$ cat config.mk
export PLATFORM = sky130hd
export DESIGN_NAME = mem_access
export DESIGN_NICKNAME = d
export VERILOG_FILES = /design/src/rtl/mem_access_pkg.sv /design/src/rtl/mem_lane.sv /design/src/rtl/mem_access.sv
export SDC_FILE = /design/constraint.sdc
export NUM_CORES = 1
export LEC_CHECK = 0
export BUFFER_PORTS_ARGS = -buffer_cell sky130_fd_sc_hd__clkbuf_2
export CAP_MARGIN = 20
export CORE_ASPECT_RATIO = 0.9
export CORE_MARGIN = 1
export CORE_UTILIZATION = 40
export CTS_CLUSTER_SIZE = 30
export DETAILED_ROUTE_END_ITERATION = 8
export PLACE_DENSITY = 0.77
export SYNTH_ARGS = -nofsm -noshare
export SYNTH_HDL_FRONTEND = slang
export SYNTH_SLANG_ARGS = --single-unit
$ cat constraint.sdc
create_clock -name clk_i -period 2.4 [get_ports clk_i]
set_clock_uncertainty 0.05 [all_clocks]
set_input_delay 0 -clock clk_i [delete_from_list [all_inputs] [get_ports clk_i]]
set_output_delay 0 -clock clk_i [all_outputs]
set_load 0.02 [all_outputs]
$ cat src/rtl/mem_access_pkg.sv
// Shared definitions for the MEM-stage load/store unit: op codes, FSM encodings,
// common constants and small op-classification helpers.
package mem_access_pkg;

  localparam logic        ENABLE    = 1'b1;
  localparam logic        DISABLE   = 1'b0;
  localparam logic [31:0] ZERO_WORD = 32'h0000_0000;

  localparam logic [3:0] MEM_NOP = 4'd0;
  localparam logic [3:0] MEM_LB  = 4'd1;
  localparam logic [3:0] MEM_LBU = 4'd2;
  localparam logic [3:0] MEM_LH  = 4'd3;
  localparam logic [3:0] MEM_LHU = 4'd4;
  localparam logic [3:0] MEM_LW  = 4'd5;
  localparam logic [3:0] MEM_SB  = 4'd6;
  localparam logic [3:0] MEM_SH  = 4'd7;
  localparam logic [3:0] MEM_SW  = 4'd8;

  localparam logic [1:0] S_IDLE = 2'd0;
  localparam logic [1:0] S_REQ  = 2'd1;
  localparam logic [1:0] S_DONE = 2'd2;

  function automatic logic is_load(input logic [3:0] op);
    return (op >= MEM_LB) && (op <= MEM_LW);
  endfunction

  function automatic logic is_store(input logic [3:0] op);
    return (op >= MEM_SB) && (op <= MEM_SW);
  endfunction

  // Unknown op codes fall into neither class and therefore behave like NOP.
  function automatic logic is_misaligned(input logic [3:0] op, input logic [1:0] addr_lo);
    case (op)
      MEM_LH, MEM_LHU, MEM_SH: return addr_lo[0];
      MEM_LW, MEM_SW:          return addr_lo != 2'b00;
      default:                 return 1'b0;
    endcase
  endfunction

endpackage

$ cat src/rtl/mem_lane.sv
// Byte-lane steering for the load/store unit: byte enables and replicated store
// data towards the bus, lane extraction and sign/zero extension on the way back.
module mem_lane
  import mem_access_pkg::*;
(
  input  logic [3:0]  op,
  input  logic [1:0]  addr_lo,
  input  logic [31:0] sdata,
  input  logic [31:0] rdata,
  output logic [3:0]  be,
  output logic [31:0] wdata,
  output logic [31:0] ldata
);

  logic [7:0]  byte_sel;
  logic [15:0] half_sel;

  always_comb begin
    byte_sel = rdata[{addr_lo, 3'b000} +: 8];
    half_sel = addr_lo[1] ? rdata[31:16] : rdata[15:0];
  end

  always_comb begin
    be    = 4'b0000;
    wdata = ZERO_WORD;
    ldata = ZERO_WORD;
    case (op)
      MEM_LB, MEM_LBU, MEM_SB: be = 4'b0001 << addr_lo;
      MEM_LH, MEM_LHU, MEM_SH: be = addr_lo[1] ? 4'b1100 : 4'b0011;
      MEM_LW, MEM_SW:          be = 4'b1111;
      default:                 be = 4'b0000;
    endcase
    case (op)
      MEM_SB:  wdata = {4{sdata[7:0]}};
      MEM_SH:  wdata = {2{sdata[15:0]}};
      MEM_SW:  wdata = sdata;
      default: wdata = ZERO_WORD;
    endcase
    case (op)
      MEM_LB:  ldata = {{24{byte_sel[7]}}, byte_sel};
      MEM_LBU: ldata = {24'h000000, byte_sel};
      MEM_LH:  ldata = {{16{half_sel[15]}}, half_sel};
      MEM_LHU: ldata = {16'h0000, half_sel};
      MEM_LW:  ldata = rdata;
      default: ldata = ZERO_WORD;
    endcase
  end

endmodule

$ cat src/rtl/mem_access.sv
// MEM-stage load/store unit: issues req/ack bus accesses for EX_MEM memory ops,
// stalls the pipeline while outstanding, and drives the MEM_WB write-back fields.
module mem_access
  import mem_access_pkg::*;
#(
  parameter int unsigned TIMEOUT = 255
) (
  input  logic        clk_i,
  input  logic        rst_i,
  input  logic [4:0]  mem_wd_i,
  input  logic        mem_wreg_i,
  input  logic [31:0] mem_wdata_i,
  input  logic [3:0]  mem_op_i,
  input  logic [31:0] mem_addr_i,
  input  logic [31:0] mem_sdata_i,
  output logic        bus_req_o,
  output logic        bus_we_o,
  output logic [31:0] bus_addr_o,
  output logic [3:0]  bus_be_o,
  output logic [31:0] bus_wdata_o,
  input  logic [31:0] bus_rdata_i,
  input  logic        bus_ack_i,
  output logic [4:0]  wb_wd_o,
  output logic        wb_wreg_o,
  output logic [31:0] wb_wdata_o,
  output logic        stall_req_o,
  output logic        exc_o
);

  localparam logic [7:0] TIMEOUT_CNT = 8'(TIMEOUT);

  logic [1:0]  state_q;
  logic [7:0]  cnt_q;
  logic [31:0] rdata_q;
  logic [3:0]  lane_be;
  logic [31:0] lane_wdata;
  logic [31:0] lane_ldata;
  logic        op_load;
  logic        op_store;
  logic        op_mem;
  logic        op_misaligned;
  logic        timed_out;

  mem_lane u_lane (
    .op      (mem_op_i),
    .addr_lo (mem_addr_i[1:0]),
    .sdata   (mem_sdata_i),
    .rdata   (rdata_q),
    .be      (lane_be),
    .wdata   (lane_wdata),
    .ldata   (lane_ldata)
  );

  always_comb begin
    op_load       = is_load(mem_op_i);
    op_store      = is_store(mem_op_i);
    op_mem        = op_load | op_store;
    op_misaligned = is_misaligned(mem_op_i, mem_addr_i[1:0]);
    timed_out     = (cnt_q == TIMEOUT_CNT);
  end

  // The counter holds the number of REQ cycles already spent without ack; once it
  // reaches TIMEOUT the following REQ cycle is the abort cycle.
  always_ff @(posedge clk_i or negedge rst_i) begin
    if (!rst_i) begin
      state_q <= S_IDLE;
      cnt_q   <= 8'd0;
      rdata_q <= ZERO_WORD;
    end else begin
      case (state_q)
        S_IDLE: begin
          cnt_q <= 8'd0;
          if (op_mem && !op_misaligned) state_q <= S_REQ;
        end
        S_REQ: begin
          if (timed_out) begin
            state_q <= S_IDLE;
          end else if (bus_ack_i) begin
            rdata_q <= bus_rdata_i;
            state_q <= S_DONE;
          end else begin
            cnt_q <= cnt_q + 8'd1;
          end
        end
        default: state_q <= S_IDLE;
      endcase
    end
  end

  // Outputs are forced to zero while reset is low so an abandoned access drops
  // its request without waiting for a clock edge.
  always_comb begin
    bus_req_o   = DISABLE;
    bus_we_o    = DISABLE;
    bus_addr_o  = ZERO_WORD;
    bus_be_o    = 4'b0000;
    bus_wdata_o = ZERO_WORD;
    wb_wd_o     = 5'd0;
    wb_wreg_o   = DISABLE;
    wb_wdata_o  = ZERO_WORD;
    stall_req_o = DISABLE;
    exc_o       = DISABLE;
    if (rst_i) begin
      wb_wd_o = mem_wd_i;
      case (state_q)
        S_IDLE: begin
          if (!op_mem) begin
            wb_wreg_o  = mem_wreg_i;
            wb_wdata_o = mem_wdata_i;
          end else if (op_misaligned) begin
            exc_o = ENABLE;
          end else begin
            stall_req_o = ENABLE;
          end
        end
        S_REQ: begin
          if (timed_out) begin
            exc_o = ENABLE;
          end else begin
            bus_req_o   = ENABLE;
            bus_we_o    = op_store;
            bus_addr_o  = {mem_addr_i[31:2], 2'b00};
            bus_be_o    = lane_be;
            bus_wdata_o = lane_wdata;
            stall_req_o = ENABLE;
          end
        end
        S_DONE: begin
          if (op_load) begin
            wb_wreg_o  = mem_wreg_i;
            wb_wdata_o = lane_ldata;
          end
        end
        default: ;
      endcase
    end
  end

endmodule

### Word level (Yosys, flattened, before mapping)

Cells that the tools add are included.

| storage, ports and cells | value |
|---|---|
| register bits after elaboration | 42 |
| input port bits | 141 |
| output and inout port bits | 110 |
| word-level logic and storage cells | 86 |

| cells by class | value |
|---|---|
| add/subtract/negate cells | 1 |
| magnitude comparators | 4 |
| eq/ne operators | 15 |
| shift-type cells | 2 |
| muxes and demuxes | 46 |
| bitwise operators | 2 |
| reductions and logical operators | 13 |

Operators by type and width:

| cell | count |
|---|---|
| $mux 32 | 9 |
| $pmux 32 s5 | 1 |
| $pmux 32 s3 | 1 |
| $pmux 32 s2 | 1 |
| $shiftx 32x6->8 | 1 |
| $eq 4x3->1 const B | 4 |
| $mux 1 | 16 |
| $mux 16 | 1 |
| $mux 4 | 4 |
| $mux 8 | 2 |
| $pmux 8 s2 | 1 |
| $pmux 4 s3 | 1 |
| $add 8x1->8 const B | 1 |
| $eq 4x2->1 const B | 2 |
| $eq 8x8->1 const B | 1 |
| $pmux 1 s2 | 4 |
| $mux 2 | 3 |
| $ne 2x2->1 const B | 3 |
| $reduce_and 3->1 | 2 |
| $reduce_or 3->1 | 2 |
| $mux 5 | 1 |
| $eq 4x1->1 const B | 1 |
| $eq 4x4->1 const B | 1 |
| $ge 4x1->1 const B | 1 |
| other kinds (16) | 19 |

### Depth between registers and ports, before layout

| logic depth | value |
|---|---|
| depth in word-level cells | 7 |
| mapped depth | 7 |
| depth with buffers taken out | 7 |

### Cells and area by module

A second synthesis with hierarchy kept.

| second synthesis, totals | value |
|---|---|
| cell total of the unflattened synthesis | 490 |
| area total of the unflattened synthesis | 4,428.0 um^2 |

Modules (own cells, without submodules):

| module | times used | cells each | area each (um^2) | seq. area each (um^2) |
|---|---|---|---|---|
| mem_access | 1 | 303 | 3,116.7 | 1,051.0 |
| mem_lane | 1 | 187 | 1,311.3 | 0.0 |

### Least setup slack after synthesis

No wires, ideal clock.

| path | value |
|---|---|
| kind | in2out |
| from | input port mem_op_i[3] |
| to | output port exc_o |
| arrival time | 1.998 ns |
| required time | 2.350 ns |
| slack | 0.352 ns |
| stages on the path | 6 |
| buffers on the path | 2 |
| cell sequence | clkbuf_1 clkbuf_1 o31ai_1 o31ai_1 nor2b_1 a2111oi_0 |

| between the ends | value |
|---|---|
| word-level cells in the longest chain between the ends | 7 |
| elaborated cells on any way between the ends | 19 |
| those cells by class | order compare: 4; eq/ne: 5; mux: 5; bitwise: 1; reduce/logical: 4 |

Ends and longest elaborated chain:

| what | RTL line | source |
|---|---|---|
| start, declared | mem_access.sv:13 | `input logic [3:0] mem_op_i,` |
| $eq 4x3->1 (tied with other cells) | mem_access_pkg.sv:33 | `case (op)` |
| $reduce_or 3->1 / $reduce_or 2->1 (equally long branches) | mem_access_pkg.sv:33 |  |
| $pmux 1 s2 | mem_access_pkg.sv:33 |  |
| $mux 1 | mem_access.sv:110 | `end else if (op_misaligned) begin` |
| $mux 1 (*) | mem_access.sv:107 | `if (!op_mem) begin` |
| $pmux 1 s2 (*) | mem_access.sv:105 | `case (state_q)` |
| $mux 1 (*) | mem_access.sv:103 | `if (rst_i) begin` |
| end, declared | mem_access.sv:27 | `output logic exc_o` |

Mark *: on every way between the ends. The rest lies on a longest branch, timed or not.

### Worst setup path after layout

| path | value |
|---|---|
| from | register state_q[0] |
| to | output port wb_wdata_o[3] |

| between the ends | value |
|---|---|
| word-level cells in the longest chain between the ends | 3 |
| elaborated cells on any way between the ends | 4 |
| those cells by class | eq/ne: 1; mux: 2; reduce/logical: 1 |

Ends and longest elaborated chain:

| what | RTL line | source |
|---|---|---|
| start, declared | mem_access.sv:32 | `logic [1:0] state_q;` |
| start signal, assigned | mem_access.sv:66 | `state_q <= S_IDLE;` |
| start signal, assigned | mem_access.sv:73 | `if (op_mem && !op_misaligned) state_q <= S_REQ;` |
| start signal, assigned | mem_access.sv:77 | `state_q <= S_IDLE;` |
| $eq 2x2->1 / $logic_not 2->1 (equally long branches) | mem_access.sv:105 |  |
| $pmux 32 s2 (*) | mem_access.sv:105 |  |
| $mux 32 (*) | mem_access.sv:103 |  |
| end, declared | mem_access.sv:25 | `output logic [31:0] wb_wdata_o,` |

Marked as above.

==> results.toml <==
[outcome]
outcome = "finished clean"

[placement]
dpl_cell_area_sq_mm = 0.00512
routabilityCongestion = 0.955
port_buffer_count = 248
hpwl_um = 12100
place.detailed.instances = 810

[cells_and_area]
mostFrequentLayoutCell = "clkbuf_2"
area.growth.synth_to_final_pct = 47.9
drive_gt1_share_pct = 42.8
multi_input_area_sq_mm = 0.00251
area_of_all_sequential_standard_cells_sq_mm = 0.00105
nNetsFinal = 870
most-common-layout-cells = "clkbuf_2, and2_1, nand2_1"
post-route-cell-area_sq_mm = 0.00557
nFillCells = 817
final_util_pct = 61.1
fin_cells = 854

[grt]
via_count_of_the_first_global_routing_pass = 4509
grt_max_degree = 44
track_usage_pct = 30.5
wire_length_of_the_first_global_routing_pass_um = 23400
gr-usage-met1_pct = 36.9
grt_antenna_before_repair = 3
gr_peak_layer = "met2"
groute.layer.met2.usage_pct = 53.3
grt.overflow.total = 0
groute.layer.met3.usage_pct = 3.74

[setup_path]
critical_path_arrival_ns = 2.20
crit_fanout = 16
logic_depth_of_the_worst_register_to_register_path = 5
worst_setup_path_start_kind = "flop"
regToRegSetupSlack_ns = 0.47
rr_startpoint = "cnt_q[5]$_DFFE_PN0P_"
start_point_of_the_critical_path = "state_q[0]$_DFFE_PN0P_"
setup.worst_path.class = "flop to primary output"
worst_ep_required_time_ns = 2.35
setup.worst_path.end_class = "primary output"
worst_r2r_endpoint = "cnt_q[5]$_DFFE_PN0P_"

[hold_path]
whs_path_depth = 3
worst_min_path_class = "input port to flop"
min-delay-start = "bus_ack_i"
hold-path-endpoint = "cnt_q[2]$_DFFE_PN0P_"

[sta]
period_minus_slack_ns = 2.25
fmax_mhz = 444
setup_viol = 0
timing.slew.headroom_pct = 55.9
tightestPinTransition_ns = 0.661
final_hold_viols = 0
grt_setup_unrepaired = "no"
final-max-slew-violation-count = 0
min_period_over_period_pct = 93.8
setup_tns_ns = 0

[die]
core.rowCount = 33
design.die.area_sq_mm = 0.00981
core-area_sq_mm = 0.00913
die_width_um = 104
vertical_die_dimension_um = 94.1
io-pin-count = 251
floorplan.initialDensity_pct = 41.3

[power]
powerDensity_mw_per_mm2 = 561
power.static_leakage_uw = 0.00266
ir_drop_mv = 0.375
total_power_uw = 3130

[detailed_routing]
initialDrtViolationCount = 276
route.detailed.drc = 0
final_antenna_net_count = 0
totalWireLength_um = 15400
drt_pre_antenna_iters = 7
route.vias.total = 4741
wl_per_cell_um = 18.0
via_to_cell_ratio = 5.55

[clocking]
htree_levels = 2
numCtsBuffers = 5
postCtsSetupBuffers = 0
cts.sinks = 42
clk_root_buffer_cell = "clkbuf_8"
worstSkewPairLatency_ns = 0.29
register_clock_pin_slew_on_the_reported_worst_setup_and_hold_paths_ns = 0.09
tritoncts = "done"
max-clock-path-buffers = 2

[synth]
synth_area_sq_mm = 0.00377
synth.distinct_cells = 64
register_area_share_after_synthesis_pct = 27.9
synth_top_flop_cell = "dfrtp_1"
count_of_flip_flops_with_a_built_in_enable_after_synthesis = 0
postSynthCellCount = 457
yosys_warnings = 0
postSynth.asyncResetShare_pct = 100
synth_seq_cells = 42
syn_avg_cell_area_sq_um = 8.25

[job]
maxCapViolations = 0
==> per-stage QoR <==
stage | hold slack (ns) | setup slack (ns)
final | 0.0142 | 0.149
after global routing | 0.0512 | 0.0274
after CTS | 0.0188 | 0.114
after detailed placement | -0.193 | 0.443
after global placement | -0.202 | 0.409
after floorplan | -0.346 | 0.352
==> routing by layer <==
layer	vias up	wire length (um)
met5	-	0
met4	0	718
met3	43	1100
met2	292	7480
met1	2209	6100
li1	2197	-
==> final cells by class <==
class	instances	area share [%]
diodes	3	0.135
clock buffers	7	1.55
clock inverters	1	0.157
inverters	10	0.674
multi-input cells	370	45.0
flip-flops and latches	42	18.9
well taps	122	2.74
repair buffers	299	30.8
==> sequential cells by signal, summed over array words and instances (netlist names) <==
name,count
rdata_q,32
cnt_q,8
state_q,2
==> report_power, final <==
| part | switching (uW) | internal (uW) |
|---|---|---|
| registers | 275 | 995 |
| clock network | 255 | 238 |
| logic | 724 | 639 |
| total | 1250 | 1870 |
==> timing repair <==
| action | 4_1_cts | 5_1_grt |
|---|---|---|
| endpoints found under the setup margin | 0 | 35 |
| hold buffers | 33 | 0 |
| resized for setup | 0 | 4 |
| hold endpoints to repair | 74 | 0 |
==> cell families (layout without fill, tap and decap cells) <==
kind of cell    after synthesis  after routing  synth area share (%)
xor+xnor                      2              2                 0.465
other cells                   1              5                0.0995
buf+inv                      46            317                  6.11
flops                        42             42                  27.9
mux                          50             50                  15.2
fa+ha+maj                     2              2                 0.598
compound gates              137            137                  23.5
simple gates                177            177                  26.2
==> Yosys cell counts, types with 3 or more instances <==
cell type,n,area share (%)
and2_1,62,10
nand2_1,59,5.9
a21oi_1,43,5.7
dfrtp_1,42,28
o21ai_1,33,4.4
mux2_1,29,8.7
mux2_2,19,5.7
nor2_1,18,1.8
a32oi_1,14,3.3
clkbuf_1,13,1.3
buf_2,10,1.3
a221oi_1,8,1.9
a22oi_1,8,1.6
buf_4,8,1.6
inv_1,5,0.50
inv_2,5,0.50
o21ai_0,5,0.66
nand3_1,4,0.53
nand4_1,4,0.66
nor3_1,4,0.53
o21a_1,4,0.80
buf_1,3,0.30
nand2b_1,3,0.50
nor2b_1,3,0.50
nor3_4,3,1.3
or4_1,3,0.60
==> critical path, stage by stage (launching register included) <==
cell	delay [ns]
dfrtp_1	0.42
or3b_1	0.45
nor3_4	0.27
nand2_2	0.30
o21ai_1	0.26
clkbuf_2	0.20
==> worst max path at each step <==
stage / depth (start not counted) / end
final: 5 / wb_wdata_o[3]
after global routing: 8 / bus_wdata_o[7]
after CTS: 8 / bus_wdata_o[7]
after detailed placement: 8 / bus_wdata_o[7]
after global placement: 8 / exc_o
after floorplan: 6 / exc_o
Note: power is estimated with default switching activity, not from simulation.
